**config.mk**
```make
export PLATFORM = sky130hd
export DESIGN_NAME = channel_delay_gen
export DESIGN_NICKNAME = d
export VERILOG_FILES = /design/src/rtl/channel_delay_gen.sv
export SDC_FILE = /design/constraint.sdc
export NUM_CORES = 1
export LEC_CHECK = 0
export BUFFER_PORTS_ARGS = -buffer_cell sky130_fd_sc_hd__buf_2
export CAP_MARGIN = 20
export CORE_MARGIN = 8
export CORE_UTILIZATION = 50
export CTS_CLUSTER_SIZE = 8
export DETAILED_ROUTE_END_ITERATION = 10
export HOLD_SLACK_MARGIN = 0.1
export PLACE_DENSITY = 0.68
export SYNTH_ARGS = -nofsm -noshare
export SYNTH_HDL_FRONTEND = slang
export SYNTH_SLANG_ARGS = --single-unit
```
**constraint.sdc**
```tcl
create_clock -name i_clk -period 11.5 [get_ports i_clk]
set_input_delay 2.875 -clock i_clk [delete_from_list [all_inputs] [get_ports i_clk]]
set_output_delay 2.875 -clock i_clk [all_outputs]
set_load 0.01 [all_outputs]
```
**src/rtl/channel_delay_gen.sv**
```systemverilog
// Four-channel programmable delay/pulse generator: a start edge arms every enabled channel,
// which waits its delay, emits one gate pulse of programmed width, then holds DONE until cleared.
module channel_delay_gen #(
   parameter int unsigned N_CH  = 4,
   parameter int unsigned DLY_W = 32,
   parameter int unsigned WID_W = 16
) (
   input  logic                    i_clk,
   input  logic                    w_main_reset,
   input  logic                    i_start,
   input  logic [N_CH-1:0]         i_channel_enable,
   input  logic [N_CH*DLY_W-1:0]   i_delay,
   input  logic [N_CH*WID_W-1:0]   i_width,
   input  logic [N_CH-1:0]         i_reset_ch,
   output logic [N_CH-1:0]         o_channel_gen_signal,
   output logic [N_CH-1:0]         o_channel_latch,
   output logic                    o_start_latch,
   output logic                    o_busy
);

   localparam logic [1:0] S_IDLE  = 2'd0;
   localparam logic [1:0] S_DELAY = 2'd1;
   localparam logic [1:0] S_PULSE = 2'd2;
   localparam logic [1:0] S_DONE  = 2'd3;

   logic [N_CH-1:0][1:0]       r_state;
   logic [N_CH-1:0][1:0]       state_nxt;
   logic [N_CH-1:0][DLY_W-1:0] r_dcnt;
   logic [N_CH-1:0][DLY_W-1:0] dcnt_nxt;
   logic [N_CH-1:0][WID_W-1:0] r_wcnt;
   logic [N_CH-1:0][WID_W-1:0] wcnt_nxt;
   logic [N_CH-1:0][WID_W-1:0] r_wid;
   logic [N_CH-1:0][WID_W-1:0] wid_nxt;
   logic                       r_start_d;
   logic                       all_idle_c;
   logic                       start_ok_c;
   logic [N_CH-1:0]            gen_nxt;
   logic [N_CH-1:0]            latch_nxt;
   logic                       busy_nxt;
   logic                       start_latch_nxt;

   // A start edge is only honoured when every channel is back in IDLE
   always_comb begin
      all_idle_c = 1'b1;
      for (int k = 0; k < N_CH; k++) begin
         if (r_state[k] != S_IDLE) all_idle_c = 1'b0;
      end
   end

   assign start_ok_c = i_start & ~r_start_d & all_idle_c;

   // State register; outputs are registered here from their next values
   always_ff @(posedge i_clk or posedge w_main_reset) begin
      if (w_main_reset) begin
         r_state              <= '0;
         r_dcnt               <= '0;
         r_wcnt               <= '0;
         r_wid                <= '0;
         r_start_d            <= 1'b1;
         o_channel_gen_signal <= '0;
         o_channel_latch      <= '0;
         o_start_latch        <= 1'b0;
         o_busy               <= 1'b0;
      end else begin
         r_state              <= state_nxt;
         r_dcnt               <= dcnt_nxt;
         r_wcnt               <= wcnt_nxt;
         r_wid                <= wid_nxt;
         r_start_d            <= i_start;
         o_channel_gen_signal <= gen_nxt;
         o_channel_latch      <= latch_nxt;
         o_start_latch        <= start_latch_nxt;
         o_busy               <= busy_nxt;
      end
   end

   // Per-channel next state; a channel clear overrides everything, including an accepted start
   always_comb begin
      state_nxt = r_state;
      dcnt_nxt  = r_dcnt;
      wcnt_nxt  = r_wcnt;
      wid_nxt   = r_wid;
      for (int k = 0; k < N_CH; k++) begin
         case (r_state[k])
            S_IDLE: begin
               if (start_ok_c && i_channel_enable[k]) begin
                  state_nxt[k] = S_DELAY;
                  dcnt_nxt[k]  = i_delay[k*DLY_W +: DLY_W];
                  wid_nxt[k]   = i_width[k*WID_W +: WID_W];
               end
            end
            S_DELAY: begin
               if (r_dcnt[k] == '0) begin
                  state_nxt[k] = S_PULSE;
                  wcnt_nxt[k]  = (r_wid[k] == '0) ? '0 : r_wid[k] - WID_W'(1);
               end else begin
                  dcnt_nxt[k] = r_dcnt[k] - DLY_W'(1);
               end
            end
            S_PULSE: begin
               if (r_wcnt[k] == '0) state_nxt[k] = S_DONE;
               else                 wcnt_nxt[k]  = r_wcnt[k] - WID_W'(1);
            end
            default: state_nxt[k] = S_DONE;
         endcase
         if (i_reset_ch[k]) begin
            state_nxt[k] = S_IDLE;
            dcnt_nxt[k]  = '0;
            wcnt_nxt[k]  = '0;
         end
      end
   end

   // Output decode from the next state so the registered outputs track the state exactly
   always_comb begin
      gen_nxt   = '0;
      latch_nxt = '0;
      busy_nxt  = 1'b0;
      for (int k = 0; k < N_CH; k++) begin
         gen_nxt[k]   = (state_nxt[k] == S_PULSE);
         latch_nxt[k] = (state_nxt[k] != S_IDLE);
         if (state_nxt[k] == S_DELAY || state_nxt[k] == S_PULSE) busy_nxt = 1'b1;
      end
      start_latch_nxt = o_start_latch;
      if (start_ok_c)      start_latch_nxt = 1'b1;
      else if (all_idle_c) start_latch_nxt = 1'b0;
   end

endmodule

```
## Yosys cells after proc, flatten, opt, wreduce, memory -nomap -nowiden

Cells that the tools add are included.

| operators by class | value |
|---|---|
| multiplexer cells | 66 |
| reduce and logical (&&, ||, !) cells | 53 |
| add/subtract/negate cells | 12 |
| equality and inequality tests | 32 |
| bitwise gates (word level) | 3 |

Operators by type and width:

| kind | number |
|---|---|
| 32-bit two-way mux | 12 |
| 16-bit two-way mux | 16 |
| 32-bit case mux with 2 select lines | 4 |
| 16-bit logical NOT | 8 |
| 32-bit logical NOT | 4 |
| 16-bit case mux with 2 select lines | 4 |
| 16-bit by 1-bit subtractor with 16-bit output, second input constant | 8 |
| 32-bit by 1-bit subtractor with 32-bit output, second input constant | 4 |
| 3-bit inequality test, second input constant | 16 |
| 2-bit two-way mux | 16 |
| 2-bit case mux with 3 select lines | 4 |
| 3-bit AND reduction | 8 |
| 3-bit nonzero test | 8 |
| 2-bit nonzero test | 9 |
| 2-bit by 1-bit equality test with 1-bit output, second input constant | 8 |
| 2-bit equality test, second input constant | 8 |
| 1-bit two-way mux | 10 |
| 2-bit logical NOT | 4 |
| 2-bit AND reduction | 4 |
| 1-bit logical AND | 4 |
| 1-bit logical OR | 4 |
| 1-bit AND | 2 |
| 1-bit NOT | 1 |

| word-level totals | value |
|---|---|
| register bits | 275 |
| output and inout port bits | 10 |
| input port bits | 203 |
| logic and storage cells | 187 |

## Longest topological paths before layout

Gate-level depths: netlist of the first run.

| logic depth | value |
|---|---|
| depth in word-level cells | 16 |
| gate-level depth with buffers | 11 |
| gate-level depth less buffers | 10 |

## Least setup slack after synthesis of the first run

OpenSTA, ideal clock, no wires.

| path | value |
|---|---|
| path kind | input port to flip-flop |
| from | input i_start |
| to | register o_busy |
| setup slack | 6499 ps |
| setup time | 139 ps |
| stages | 9 |
| arrival time | 4862 ps |
| buffers on the path | 2 |
| data required time | 11361 ps |
| cell sequence | nor2b_1 > and3_1 > clkbuf_1 > or2_2 > clkbuf_1 > nor2_1 > or3_1 > ha_1 > or4_1 |

| on the way | value |
|---|---|
| word-level cells in the longest chain between the ends | 12 |
| elaborated cells on any way between the ends | 34 |
| those cells by class | eq/ne: 8; mux: 16; bitwise: 2; reduce/logical: 8 |

Ends and longest elaborated chain:

| element | line | text |
|---|---|---|
| start, declared | 10 | `input logic i_start,` |
| 1-bit AND (*) (2 in series) | 50 | `assign start_ok_c = i_start & ~r_start_d & all_idle_c;` |
| 1-bit logical AND | 86 | `if (start_ok_c && i_channel_enable[k]) begin` |
| 2-bit two-way mux | 86 |  |
| 2-bit case mux with 3 select lines | 84 | `case (r_state[k])` |
| 2-bit two-way mux | 106 | `if (i_reset_ch[k]) begin` |
| 2-bit by 1-bit equality test with 1-bit output / 2-bit equality test (equally long branches) | 122 | `if (state_nxt[k] == S_DELAY \|\| state_nxt[k] == S_PULSE) busy_nxt = 1'b1;` |
| 1-bit logical OR | 122 |  |
| 1-bit two-way mux (3 in series) | 122 |  |
| 1-bit two-way mux (*) | 122 |  |
| named net busy_nxt | 39 | `logic busy_nxt;` |
| end signal, assigned | 73 | `o_busy <= busy_nxt;` |
| end, declared | 18 | `output logic o_busy` |

Mark *: on every way through the listed nets, which the timed path passes. The rest lies on a longest branch.
A chain may end at the register's enable or synchronous reset.

## Worst setup path after layout of the first run

Same ends and word-level chain as after synthesis.

==> flow_metrics.env, run 1 <==
export IMPL_status="finished clean"
export IMPL_grt_usage_pct=24.8
export IMPL_startpoint_type="primary input"
export IMPL_rows=67
export IMPL_clockRootBuffer="clkbuf_16"
export IMPL_ir_worst_vdd_mv=0.185
export IMPL_worstPathMaxFanout=25
export IMPL_viasPerCell=6.25
export IMPL_die_x_microns=201
export IMPL_die_area_sq_um=40400
export IMPL_synth_area_leader_cell="dfrtp_1"
export IMPL_grt_pass1_vias=16300
export IMPL_ant_nets=0
export IMPL_slew_headroom_pct=26.7
export IMPL_postSynthCellCount=2066
export IMPL_final_cells=2696
export IMPL_hold_path_class="reg -> reg"
export IMPL_overflow=0
export IMPL_detail_route_wl_per_cell_microns=19.3
export IMPL_ff2ff_setup_slack_ps=7620
export IMPL_dpl_cell_count=2639
export IMPL_cts_sinks=275
export IMPL_max_cap_violations=0
export IMPL_synth_async_reset_ratio_pct=100
export IMPL_yosysWarnings=0
export IMPL_start_util_pct=50.9
export IMPL_arrival_ps=5580
export IMPL_synth_top_area_share_pct=40.0
export IMPL_coreArea_sq_um=33600
export IMPL_end_kind="flip-flop"
export IMPL_syn_nets=2293
export IMPL_ff2ff_path_depth=10
export IMPL_drcViolationCount=0
export IMPL_postCtsSetupBuffers=0
export IMPL_yosys_most_used_dff="dfrtp_1"
export IMPL_grt_max_degree=111
export IMPL_ctsResizeCount=0
export IMPL_worstPathRequired_ps=11900
export IMPL_pin_count=213
export IMPL_areaGrowthSynthToFinish_pct=14.4
export IMPL_cts_buffer_depth=3
export IMPL_power_total_uw=5990
export IMPL_hold_buffers=0
export IMPL_leakagePower_uw=0.00881
export IMPL_synth_distinct_cells=83
export IMPL_drtPass1Iterations=5
export IMPL_finalHoldViolCount=0
export IMPL_fillCellCount=3129
export IMPL_r2r_end="o_busy$_DFF_PP0_"
export IMPL_worstHoldStart="r_wcnt[9]$_DFFE_PP0P_"
export IMPL_finalMaxSlewViolations=0
export IMPL_timing_fmax_mhz=193
export IMPL_die_h_microns=201
export IMPL_ys_ff_latch=275
export IMPL_cts_tree="built"
export IMPL_place_hpwl_mm=36.6
export IMPL_r2r_start="r_dcnt[32]$_DFFE_PP0P_"
export IMPL_post_route_period_util_pct=45.1
export IMPL_synth_avg_cell_area_sq_um=8.29
export IMPL_synthTopCellsByArea="dfrtp_1, o21ai_0, a21oi_1"
export IMPL_drive_above_1_share_pct=16.4
export IMPL_place_congestion=0.909
export IMPL_rsz0062_at_grt="false"
export IMPL_netlist_area_sq_um=17100
export IMPL_fin_nets=2461
export IMPL_power_density_nw_per_um2=306
export IMPL_hold_path_end="r_wcnt[9]$_DFFE_PP0P_"
export IMPL_placedInstanceArea_sq_um=18500
export IMPL_antenna_found_initial=8
export IMPL_tightest_slew_ps=1090
export IMPL_hold_worst_slack_ps=499
export IMPL_final_area_sq_um=19600
export IMPL_fin_tns_setup_ps=0
export IMPL_io_buffer_count=212
export IMPL_final_min_clock_period_ps=5180
export IMPL_wl_mm=52.1
export IMPL_finClkSkew_ps=13.4
export IMPL_min_delay_path_depth=2
export IMPL_clk_transition_reported_paths_ps=50
export IMPL_finalSetupViolCount=0
export IMPL_path_class="in -> reg"
export IMPL_drtIter0Drc=1508
export IMPL_synth_edf_count=0
export IMPL_numCtsBuffers=40
export IMPL_num_vias=16900
export IMPL_h_tree_depth=2
export IMPL_synth_seq_area_share_pct=40.2
export IMPL_grt_pass1_wl_mm=84.5
export IMPL_clock_latency_ps=540
[synth_stat cells, types with 11 or more instances]
| library cell | count |
|---|---|
| a22o_1 | 17 |
| a22oi_1 | 27 |
| nor2b_1 | 13 |
| clkbuf_1 | 82 |
| a31oi_1 | 24 |
| inv_1 | 65 |
| nor2_1 | 217 |
| xnor2_1 | 20 |
| nand2b_1 | 25 |
| o22ai_1 | 32 |
| a211oi_1 | 13 |
| ha_1 | 24 |
| o2bb2ai_1 | 16 |
| nand4_1 | 28 |
| nor4_1 | 68 |
| buf_2 | 11 |
| o21ai_0 | 241 |
| xor2_1 | 27 |
| nand2_1 | 179 |
| or4_1 | 34 |
| o211ai_1 | 12 |
| o31ai_1 | 17 |
| nor3_1 | 120 |
| mux2_2 | 49 |
| dfrtp_1 | 274 |
| and3_1 | 23 |
| or2_2 | 17 |
| nand3_1 | 36 |
| or3_1 | 25 |
| a21oi_1 | 171 |
[area by class of cell]
type	instances	area (sq um)	area share, %
clock buffers	50	1060	5.41
inverters	65	251	1.28
repair buffers	233	1220	6.22
multi-input cells	1619	9580	48.9
well taps	448	561	2.86
clock inverters	1	30.0	0.153
flip-flops and latches	275	6880	35.1
diodes	5	12.5	0.0639
[layout by cell type (no fill, tap or decap), drive strengths merged, types with 27 or more instances in the layout]
master,instances
a21oi,171
a22oi,27
buf,233
clkbuf,50
dfrtp,274
inv,65
mux2,49
nand2,179
nand3,36
nand4,28
nor2,217
nor3,123
nor4,71
o21ai,244
o22ai,32
or4,35
xor2,27
[logic make-up (layout without fill, tap and decap cells)]
family | count (synthesis) | in the layout | share of synthesized area (%)
AOI/OAI and AO/OA | 656 | 656 | 23.4
xor gates and xnor gates | 47 | 47 | 2.40
adders and majority gates | 24 | 24 | 1.75
buffers and inverters | 172 | 349 | 3.97
DFF | 275 | 275 | 40.2
muxes | 56 | 56 | 3.63
other | 0 | 5 | 0
and+or+nand+nor | 836 | 836 | 24.7
[critical path, stage by stage]
cell,delay [ps]
buf_2,140
nor2b_1,300
and3_1,750
or2_2,340
nor2_1,70
or3_1,380
ha_1,330
or4_1,390
[flip-flops by register name, summed over array words and instances, names as in the netlist]
name / flops
o_busy: 1
o_channel_gen_signal: 4
o_channel_latch: 4
o_start_latch: 1
r_dcnt: 128
r_start_d: 1
r_state: 8
r_wcnt: 64
r_wid: 64
[report_power, final]
group	internal [uW]	switching [uW]	leakage (uW)
clock network	656	424	0.000530
logic	1150	2110	0.00461
registers	1280	369	0.00367
[worst max path at each step]
stage                            start          endpoint
final                          i_start  o_busy$_DFF_PP0_
after global routing           i_start  o_busy$_DFF_PP0_
after CTS                      i_start  o_busy$_DFF_PP0_
after detailed placement       i_start  o_busy$_DFF_PP0_
after global placement         i_start  o_busy$_DFF_PP0_
after floorplan           w_main_reset  o_busy$_DFF_PP0_
[layer usage]
metal	part of all wire (%)	vias up	global-route usage, %
met5	0.027	-	0
met4	3.8	2	11.1
met3	6.0	132	3.94
met2	46	621	38.7
met1	44	8099	33.5
li1	-	8003	-
[stage by stage]
stage / worst slack (ps) / util (%)
CTS: 6370 / 58.2
detailed placement: 5790 / 55.0
global placement: 5800 / 55.0
global route: 6130 / 58.3
floorplan: 1050 / -
finish: 6320 / 58.3
(Power assumes the default switching activity.)
==> inputs of run 2 (changes only) <==
- clock period: 11.5 -> 4.9 ns (I/O delays scaled with it)
==> flow_metrics.env, run 2 (synthesis results as in run 1) <==
export IMPL_wl_met1_mm=23.1
export IMPL_max_cap_violations=0
export IMPL_wl_met2_mm=24.2
export IMPL_die_h_microns=201
export IMPL_cts_sinks=275
export IMPL_clockRootBuffer="clkbuf_16"
export IMPL_clock_latency_ps=540
export IMPL_final_common_cell="dfrtp_1"
export IMPL_slew_headroom_pct=20.9
export IMPL_grt_usage_pct=25.0
export IMPL_wl_met3_mm=3.31
export IMPL_numCtsBuffers=40
export IMPL_startpoint_type="flip-flop"
export IMPL_fillCellCount=3128
export IMPL_timing_fmax_mhz=269
export IMPL_overflow=0
export IMPL_num_vias=17000
export IMPL_top_register="r_dcnt"
export IMPL_io_buffer_count=212
export IMPL_die_area_sq_um=40400
export IMPL_drive_above_1_share_pct=16.6
export IMPL_viasPerCell=6.28
export IMPL_power_density_nw_per_um2=716
export IMPL_drcViolationCount=0
export IMPL_ant_nets=0
export IMPL_hold_path_class="reg -> reg"
export IMPL_ctsResizeCount=0
export IMPL_largest_registers="r_dcnt: 128 flops, r_wcnt: 64 flops, r_wid: 64 flops"
export IMPL_finalSetupViolCount=0
export IMPL_leakagePower_uw=0.00884
export IMPL_fin_tns_setup_ps=0
export IMPL_place_hpwl_mm=36.8
export IMPL_worstPathMaxFanout=7
export IMPL_postCtsSetupBuffers=0
export IMPL_path_class="reg -> reg"
export IMPL_areaGrowthSynthToFinish_pct=14.8
export IMPL_worstPathRequired_ps=5300
export IMPL_rsz0062_at_grt="false"
export IMPL_pin_count=213
export IMPL_cts_buffer_depth=3
export IMPL_h_tree_depth=2
export IMPL_die_x_microns=201
export IMPL_drtIter0Drc=1610
export IMPL_ff2ff_path_depth=10
export IMPL_coreArea_sq_um=33600
export IMPL_grt_pass1_vias=16300
export IMPL_drtPass1Iterations=6
export IMPL_final_core_util_pct=58.5
export IMPL_largest_reg_flops=128
export IMPL_ir_worst_vdd_mv=0.370
export IMPL_finalHoldViolCount=0
export IMPL_rows=67
export IMPL_cts_tree="built"
export IMPL_final_cell_mix="dfrtp_1, o21ai_0, nor2_1"
export IMPL_top_layer_used="met4"
export IMPL_status="finished clean"
export IMPL_grt_max_degree=194
export IMPL_end_kind="flip-flop"
export IMPL_final_min_clock_period_ps=3720
export IMPL_min_delay_path_depth=1
export IMPL_tightest_slew_ps=1180
export IMPL_antenna_found_initial=9
export IMPL_start_util_pct=50.9
export IMPL_finalMaxSlewViolations=0
export IMPL_post_route_period_util_pct=75.9
export IMPL_fin_nets=2467
export IMPL_arrival_ps=4120
export IMPL_detail_route_wl_per_cell_microns=19.4
export IMPL_place_congestion=0.934
export IMPL_hold_buffers=0
export IMPL_wl_mm=52.4
export IMPL_clk_transition_reported_paths_ps=50
export IMPL_grt_pass1_wl_mm=84.9
export IMPL_finClkSkew_ps=25.1
-- run 2: cell count changes in the layout (fill, tap and decap cells not counted), sizes merged --
cell,previous run,this run
bufinv,1,0
inv,65,64
diode,5,8
buf,233,239
clkinvlp,0,1
clkbuf,50,52
-- run 2: critical path, stage by stage, from the launching register on --
cell     delay (ps)
dfrtp_1         400
inv_1           100
ha_1            200
nor4b_1         460
nand4_1         400
nor3_1          770
nand2_1         130
a21oi_1         220
a211o_1         180
ha_1            230
or4_1           510
-- run 2: metal layers --
| layer | track usage, % | vias up |
|---|---|---|
| li1 | - | 8032 |
| met1 | 34.4 | 8190 |
| met2 | 38.2 | 661 |
| met3 | 4.02 | 115 |
| met4 | 11.2 | 0 |
| met5 | 0 | - |
-- run 2: metrics by stage --
step                hold WS (ps)  cell area [sq um]  cells  worst slack, ps  total power, uW
floorplan                    457              17100   2066             38.4             9420
global placement             477              18500   2645              956            11300
detailed placement           473              18500   2645              950            11400
CTS                          493              19600   2697             1230            14000
global route                 499              19700   2706              911            15200
finish                       495              19700   2706             1180            14100
-- run 2: layout make-up --
cell class | instances | area (sq um) | share of cell area (%)
Antenna cell | 8 | 20.0 | 0.102
Inverter | 65 | 248 | 1.26
Clock buffer | 52 | 1090 | 5.53
Sequential cell | 275 | 6880 | 35.0
Tap cell | 448 | 561 | 2.85
Timing Repair Buffer | 239 | 1290 | 6.56
Multi-Input combinational cell | 1619 | 9570 | 48.7
-- run 2: worst paths after layout --
path	startpoint	endpoint	slack, ps
worst max-delay path	r_dcnt[32]$_DFFE_PP0P_	o_busy$_DFF_PP0_	1180
worst min-delay path	r_dcnt[25]$_DFFE_PP0P_	r_dcnt[25]$_DFFE_PP0P_	490
worst max register to register	r_dcnt[32]$_DFFE_PP0P_	o_busy$_DFF_PP0_	1180
worst min register to register	r_dcnt[25]$_DFFE_PP0P_	r_dcnt[25]$_DFFE_PP0P_	490
max in group asynchronous	w_main_reset	r_dcnt[82]$_DFFE_PP0P_	3050
min in group asynchronous	w_main_reset	r_dcnt[20]$_DFFE_PP0P_	900
-- run 2: power by group --
part | switching, uW | internal (uW) | total [uW]
Sequential | 860 | 3000 | 3860
Combinational | 4990 | 2730 | 7710
Clock | 992 | 1520 | 2510
